## src/rtl/vend_credit_fsm_if.sv

```systemverilog
// rtl/vend_credit_fsm_if.sv - coin/cancel pulses in, dispense/change strobes and credit out
interface vend_credit_fsm_if #(
  parameter int CW = 7
);
  logic          nickel;
  logic          dime;
  logic          cancel;
  logic          dispense;
  logic          change_nickel;
  logic          busy;
  logic [CW-1:0] credit;

  modport master (
    output nickel, dime, cancel,
    input  dispense, change_nickel, busy, credit
  );

  modport slave (
    input  nickel, dime, cancel,
    output dispense, change_nickel, busy, credit
  );
endinterface

```

## src/rtl/vend_credit_fsm.sv

```systemverilog
// rtl/vend_credit_fsm.sv - credit-accumulating vending controller
// Accumulates coin credit, strobes dispense at PRICE and pays back the excess in nickels.
module vend_credit_fsm #(
  parameter int PRICE = 15,
  parameter int CW    = 7
) (
  input  logic             clk,
  input  logic             rst,
  vend_credit_fsm_if.slave bus
);
  typedef enum logic [1:0] {
    IDLE   = 2'd0,
    ACCUM  = 2'd1,
    VEND   = 2'd2,
    REFUND = 2'd3
  } state_t;

  localparam logic [CW-1:0] PRICE_C  = CW'(PRICE);
  localparam logic [CW-1:0] NICKEL_C = CW'(5);
  localparam logic [CW-1:0] DIME_C   = CW'(10);

  state_t        state_q, state_d;
  logic [CW-1:0] credit_q, credit_d;
  logic          dispense_q, dispense_d;
  logic          change_q, change_d;
  logic [CW-1:0] sum;

  always_comb begin
    sum = credit_q + (bus.nickel ? NICKEL_C : '0) + (bus.dime ? DIME_C : '0);
  end

  always_comb begin
    state_d    = state_q;
    credit_d   = credit_q;
    dispense_d = 1'b0;
    change_d   = 1'b0;
    case (state_q)
      IDLE, ACCUM: begin
        // Cancel takes priority over reaching the price: everything goes back.
        if (bus.cancel) begin
          if (sum != '0) begin
            credit_d = sum;
            state_d  = REFUND;
          end
        end else if (sum >= PRICE_C) begin
          credit_d = sum;
          state_d  = VEND;
        end else if (sum != '0) begin
          credit_d = sum;
          state_d  = ACCUM;
        end
      end
      VEND: begin
        dispense_d = 1'b1;
        credit_d   = credit_q - PRICE_C;
        state_d    = (credit_q == PRICE_C) ? IDLE : REFUND;
      end
      REFUND: begin
        change_d = 1'b1;
        credit_d = credit_q - NICKEL_C;
        if (credit_q == NICKEL_C) begin
          state_d = IDLE;
        end
      end
      default: begin
        state_d = IDLE;
      end
    endcase
  end

  always_ff @(posedge clk or posedge rst) begin
    if (rst) begin
      state_q    <= IDLE;
      credit_q   <= '0;
      dispense_q <= 1'b0;
      change_q   <= 1'b0;
    end else begin
      state_q    <= state_d;
      credit_q   <= credit_d;
      dispense_q <= dispense_d;
      change_q   <= change_d;
    end
  end

  assign bus.dispense      = dispense_q;
  assign bus.change_nickel = change_q;
  assign bus.credit        = credit_q;
  assign bus.busy          = (state_q == VEND) || (state_q == REFUND);
endmodule

```

## src/flat_wrapper.sv

```systemverilog
// flat-port wrapper written by rule: the top's interface ports become plain ports
module vend_credit_fsm_flat 
#(
  parameter int PRICE = 15,
  parameter int CW    = 7
)
  (clk, rst, bus_nickel, bus_dime, bus_cancel, bus_dispense, bus_change_nickel, bus_busy, bus_credit);
  vend_credit_fsm_if #(.CW(CW)) bus_i ();
  input  logic clk;
  input  logic rst;
  input wire logic [$bits(bus_i.nickel)-1:0] bus_nickel;
  input wire logic [$bits(bus_i.dime)-1:0] bus_dime;
  input wire logic [$bits(bus_i.cancel)-1:0] bus_cancel;
  output wire logic [$bits(bus_i.dispense)-1:0] bus_dispense;
  output wire logic [$bits(bus_i.change_nickel)-1:0] bus_change_nickel;
  output wire logic [$bits(bus_i.busy)-1:0] bus_busy;
  output wire logic [$bits(bus_i.credit)-1:0] bus_credit;
  assign bus_i.nickel = bus_nickel;
  assign bus_i.dime = bus_dime;
  assign bus_i.cancel = bus_cancel;
  assign bus_dispense = bus_i.dispense;
  assign bus_change_nickel = bus_i.change_nickel;
  assign bus_busy = bus_i.busy;
  assign bus_credit = bus_i.credit;
  vend_credit_fsm #(.PRICE(PRICE), .CW(CW)) u_core (.clk(clk), .rst(rst), .bus(bus_i));
endmodule
```

## config.mk

```make
export PLATFORM = sky130hd
export DESIGN_NAME = vend_credit_fsm_flat
export DESIGN_NICKNAME = d
export VERILOG_FILES = /design/src/rtl/vend_credit_fsm_if.sv /design/src/rtl/vend_credit_fsm.sv /design/src/flat_wrapper.sv
export SDC_FILE = /design/constraint.sdc
export NUM_CORES = 1
export LEC_CHECK = 0
export ABC_AREA = 1
export CAP_MARGIN = 5
export CORE_MARGIN = 10
export CORE_UTILIZATION = 54
export CTS_BUF_LIST = sky130_fd_sc_hd__clkbuf_16
export CTS_CLUSTER_DIAMETER = 120
export DETAILED_ROUTE_END_ITERATION = 8
export PLACE_DENSITY = 0.91
export SETUP_SLACK_MARGIN = 0.05
export SKIP_CTS_REPAIR_TIMING = 1
export SLEW_MARGIN = 15
export SYNTH_ARGS = -nofsm -noshare
export SYNTH_HDL_FRONTEND = slang
export SYNTH_SLANG_ARGS = --single-unit
```

## constraint.sdc

```tcl
create_clock -name clk -period 3.03 [get_ports clk]
set_clock_uncertainty 0.1 [all_clocks]
set_input_delay 0.4545 -clock clk [delete_from_list [all_inputs] [get_ports clk]]
set_output_delay 0.4545 -clock clk [all_outputs]
set_load 0.01 [all_outputs]
```

== Word level (Yosys, flattened, before mapping) ==
Index checks and enable logic that the tools add are counted.
Operators by class
  add/sub/neg operators: 4
  $lt $le $gt $ge: 1
  eq/ne operators: 8
  mux-type cells: 15
  reduce and logical (&&, ||, !) cells: 5
Operator list (number)
  2-to-1 mux 7 bit: 3
  one-hot mux 7 bit (3 select lines): 1
  adder 7 bit: 2
  2-to-1 mux 2 bit: 6
  == test 7 x 3 -> 1 bit, second input constant: 1
  == test 7 x 4 -> 1 bit, second input constant: 1
  >= comparator 7 x 4 -> 1 bit, second input constant: 1
  nonzero test 7 bit: 1
  subtractor 7 x 3 -> 7 bit, second input constant: 1
  subtractor 7 x 4 -> 7 bit, second input constant: 1
  one-hot mux 2 bit (3 select lines): 1
  == test 2 bit, second input constant: 2
  2-to-1 mux 4 bit: 1
  2-to-1 mux 3 bit: 1
  != test 3 x 1 -> 1 bit, second input constant: 1
  != test 3 x 2 -> 1 bit, second input constant: 1
  AND reduction 3 bit: 1
  == test 2 x 1 -> 1 bit, second input constant: 1
  logical NOT 2 bit: 1
  2-to-1 mux 1 bit: 2
  != test 2 x 1 -> 1 bit, second input constant: 1
  OR reduction 2 bit: 1
  logical OR 1 bit: 1
Storage, ports and cells
  bits in registers: 11
  output and inout port bits: 10
  logic and storage cells: 37

== Longest topological paths before layout ==
  depth after elaboration: 8
  mapped depth: 15
  mapped depth without buffers: 15

== Worst setup path before layout ==
No wires, ideal clock.
  path kind: flip-flop to flip-flop
  start: reg u_core.credit_q[0] (netlist: u_core.bus.credit[0])
  end: reg u_core.state_q[1]
  library setup time: 0.113 ns
  data arrival time: 1.976 ns
  required time: 2.817 ns
  setup slack: 0.841 ns
  cell stages (with the launch flop): 14
  buffers on the path: 0
  clock period less this slack: 2.189 ns
  cells stage by stage: dfrtp_1 ha_1 inv_1 fa_1 inv_1 nand3_1 nand3_1 nand2_1 nor2_4 nand2_2 nor2_4 nand3_1 nand2_1 inv_1
Between the ends
  cells in the longest elaborated chain, start to end: 6
  elaborated cells between the ends (all ways): 14
  classes of those cells: 2 x add/sub; 1 x order compare; 5 x eq/ne; 4 x mux; 2 x reduce/logical
Ends and longest elaborated chain
  start, declared: line vend_credit_fsm.sv:23  | logic [CW-1:0] credit_q, credit_d;
  start signal, assigned: line vend_credit_fsm.sv:79  | credit_q <= credit_d;
  adder 7 bit (2 in a row): line vend_credit_fsm.sv:29  | sum = credit_q + (bus.nickel ? NICKEL_C : '0) + (bus.dime ? DIME_C : '0);
  >= comparator 7 x 4 -> 1 bit: line vend_credit_fsm.sv:45  | end else if (sum >= PRICE_C) begin
  2-to-1 mux 2 bit: line vend_credit_fsm.sv:45
  2-to-1 mux 2 bit: line vend_credit_fsm.sv:40  | if (bus.cancel) begin
  one-hot mux 2 bit (3 select lines): line vend_credit_fsm.sv:37  | case (state_q)
  end signal, assigned: line vend_credit_fsm.sv:78  | state_q <= state_d;
  end, declared: line vend_credit_fsm.sv:22  | state_t state_q, state_d;
Several ways; a longest one is shown, not always the timed one.
A chain may end at the register's enable or synchronous reset.

== Final worst setup path ==
  start: in bus_nickel
  end: reg u_core.credit_q[1] (netlist: u_core.bus.credit[1])
Between the ends
  cells in the longest elaborated chain, start to end: 8
  elaborated cells between the ends (all ways): 9
  classes of those cells: 2 x add/sub; 1 x order compare; 5 x mux; 1 x reduce/logical
Ends and longest elaborated chain
  start, declared: line flat_wrapper.sv:11  | input wire logic [$bits(bus_i.nickel)-1:0] bus_nickel;
  2-to-1 mux 3 bit *: line vend_credit_fsm.sv:29
  adder 7 bit * (2 in a row): line vend_credit_fsm.sv:29
  branches (longest 3 deep; another with >= comparator 7 x 4 -> 1 bit)
  2-to-1 mux 7 bit *: line vend_credit_fsm.sv:40
  one-hot mux 7 bit (3 select lines) *: line vend_credit_fsm.sv:37
  via u_core.credit_d[1]: line vend_credit_fsm.sv:23
Mark *: on every way through the listed nets, which the timed path passes.

==> impl_metrics.env <==
export IMPL_crit_arrival_ns=2.66
export IMPL_start_util=0.5593
export IMPL_start_kind="input port"
export IMPL_drc=0
export IMPL_syn2layout_area_growth_pct=22.93
export IMPL_wl_mm=2.846
export IMPL_timing_final_crit_share=0.8607
export IMPL_layout_drive_gt1_share=0.06806
export IMPL_final_net_count=205
export IMPL_syn_area_um2=1086
export IMPL_dr_max_layer_used="met4"
export IMPL_slew_headroom=0.7267
export IMPL_reg2regPathDepth=10
export IMPL_max_cap_violations=0
export IMPL_synth_avg_cell_area_um2=6.242
export IMPL_ys_types=26
export IMPL_dieArea_um2=4205
export IMPL_yosysSeqAreaShare=0.2535
export IMPL_clockBufferDepth=2
export IMPL_grtUsageTotal=0.1421
export IMPL_gp_congestion=0.9713
export IMPL_port_buffers=14
export IMPL_power_per_cell_area_nw_per_um2=329.9
export IMPL_slowest_stage="clkdlybuf4s50_1"
export IMPL_yosysMostFrequentCell="nand2_1"
export IMPL_vias=1141
export IMPL_route_layer_met1_wl_mm=1.152
export IMPL_antenna_found_initial=0
export IMPL_via_per_inst=5.234
export IMPL_clock_fmax_ghz=0.3835
export IMPL_tightest_slew_ns=0.4095
export IMPL_yosys_top_cells_area="dfrtp_1 25%, nand2_1 19%, inv_1 11%"
export IMPL_crit_type="input port to flop"
export IMPL_num_antenna_cells=0
export IMPL_hold_violations=0
export IMPL_synth_async_sr_flop_share=1.000
export IMPL_cts_root_buf="clkbuf_16"
export IMPL_numCtsBuffers=3
export IMPL_dp_hpwl_mm=2.156
export IMPL_grt_max_degree=12
export IMPL_io_pins=15
export IMPL_fp_dieW_um=64.85
export IMPL_synth_cells=174
export IMPL_ys_ff_latch=11
export IMPL_wl_met2_mm=1.402
export IMPL_period_needed_ns=2.608
export IMPL_die_h_um=64.85
export IMPL_drtIter0Drc=41
export IMPL_first_global_vias=1106
export IMPL_grt_setup_unrepaired="no"
export IMPL_grt_pass1_wl_mm=4.905
export IMPL_cp_top_family="buffers and inverters"
export IMPL_final_cell_area_um2=1335
export IMPL_finalSetupViolations=0
export IMPL_synth_top_area_frac=0.2535
export IMPL_synth_edf_count=0
export IMPL_syn_num_nets=187
export IMPL_num_rows=16
export IMPL_synth_common_cells="56 x nand2_1, 31 x inv_1, 14 x nand3_1"
export IMPL_max_stage_delay_ns=0.48
export IMPL_drt_first_pass_iters=4
export IMPL_crit_chain="clkdlybuf4s50_1 -> ha_1 -> inv_1 -> fa_1 -> xor2_1 -> nand2_1 -> nor2_1 -> inv_2 -> nor2_4 -> nand2_1 -> o21ai_1"
export IMPL_netlist_top_cell_by_area="dfrtp_1"
export IMPL_synth_flop_cell="dfrtp_1"
export IMPL_status="complete, no violations"
export IMPL_path_buf_inv=3
export IMPL_grt_overflow_total=0
export IMPL_htreeDepth=1
export IMPL_cts_sinks=11
export IMPL_cts_tree="yes"
export IMPL_cp_max_fo=7
export IMPL_yosysWarnings=0
export IMPL_min_path_type="input port to async pin"
export IMPL_fp_coreArea_um2=1942
export IMPL_placed_area_um2=1256
export IMPL_crit_path_frequent_cell="nand2_1"
export IMPL_irDropWorstVdd_mv=0.3426
export IMPL_clk_latency_ns=0.24
export IMPL_ant_nets=0
export IMPL_cp_required_ns=3.08
export IMPL_cp_depth=11
export IMPL_wire_per_inst_um=13.06
export IMPL_drv_slew=0
export IMPL_p_leak_nw=0.7251
export IMPL_clkTransAtPathRegs_ns=0.04
export IMPL_routed_wl_met3_um=267
export IMPL_end_kind="flop"
export IMPL_finalSetupTns_ns=0
sequential cells by signal, indices dropped and copies added, names as in the netlist:
| register | flops |
|---|---|
| u_core.bus.change_nickel | 1 |
| u_core.bus.dispense | 1 |
| u_core.bus.credit | 7 |
| u_core.state_q | 2 |
per-layer routing:
metal	GRT usage	vias to the layer above
li1	-	582
met1	0.1594	513
met2	0.2438	42
met3	0.05326	4
met4	0.04278	0
met5	0	-
cell families after synthesis:
kind of cell | share of synthesized area
adder cells (fa/ha/maj) | 0.09908
AO/OA/AOI/OAI | 0.1095
buffers and inverters | 0.1175
AND/OR/NAND/NOR | 0.3882
flip-flops | 0.2535
XOR/XNOR | 0.03225
placed cells by master (no fill, tap or decap), drive strengths merged:
cell type / Yosys / final
a221oi: 1 / 1
inv: 32 / 33
dfrtp: 11 / 11
fa: 1 / 1
nand4: 3 / 3
and2: 1 / 1
a21boi: 1 / 1
clkdlybuf4s50: 0 / 14
a31oi: 2 / 2
clkbuf: 1 / 3
a32oi: 1 / 1
or2: 2 / 2
nor2: 15 / 15
o21ai: 9 / 9
a21oi: 6 / 6
xor2: 4 / 4
nand3: 14 / 14
nand2: 60 / 60
ha: 7 / 7
nor3: 1 / 1
o22ai: 1 / 1
clkinv: 1 / 1
per-stage QoR:
stage | power [mW] | std cells | setup WS (ns) | hold WS (ns) | util
6_report | 0.4404 | 218 | 0.4222 | 0.4103 | 0.6875
5_1_grt | 0.4529 | 218 | 0.2408 | 0.4607 | 0.6875
4_1_cts | 0.4404 | 218 | 0.4479 | 0.4270 | 0.6875
3_5_place_dp | 0.2043 | 214 | 0.2464 | 0.4414 | 0.6469
3_3_place_gp | 0.2025 | 214 | 0.3405 | 0.4244 | 0.6469
2_1_floorplan | 0.1906 | 174 | 0.8409 | 0.2069 | -
layout make-up:
type                            count  area [um2]
Timing Repair Buffer               14       140.1
Sequential cell                    11       275.3
Fill cell                         181       606.8
Clock inverter                      1       3.754
Clock buffer                        3       75.07
Inverter                           33       123.9
Multi-Input combinational cell    129       683.2
Tap cell                           27       33.78
power breakdown:
group          switching (mW)  internal, mW  leakage (nW)  total, mW
Combinational          0.0348        0.0209         0.580     0.0557
Clock                  0.0642         0.173        0.0423      0.237
Sequential                  0         0.148         0.102      0.148
Total                  0.0990         0.341         0.725      0.440
worst paths after layout:
check	from	endpoint	slack (ns)
worst max-delay path	bus_nickel	u_core.bus.credit[1]$_DFF_PP0_	0.42
worst min-delay path	rst	u_core.state_q[0]$_DFFE_PP0P_	0.41
worst max register to register	u_core.bus.credit[0]$_DFF_PP0_	u_core.bus.credit[1]$_DFF_PP0_	0.59
worst min register to register	u_core.state_q[0]$_DFFE_PP0P_	u_core.bus.dispense$_DFF_PP0_	0.46
max in group asynchronous	rst	u_core.state_q[1]$_DFFE_PP0P_	2.13
min in group clk	u_core.state_q[0]$_DFFE_PP0P_	u_core.bus.dispense$_DFF_PP0_	0.46
worst register-to-register path, stage by stage, from the launching register on:
cell     delay, ns
dfrtp_1       0.48
ha_1          0.26
inv_1         0.08
fa_1          0.40
xor2_1        0.25
nand2_1       0.09
nor2_1        0.18
inv_2         0.06
nor2_4        0.19
nand2_1       0.08
o21ai_1       0.18
Power figures use the tool's default switching activity.
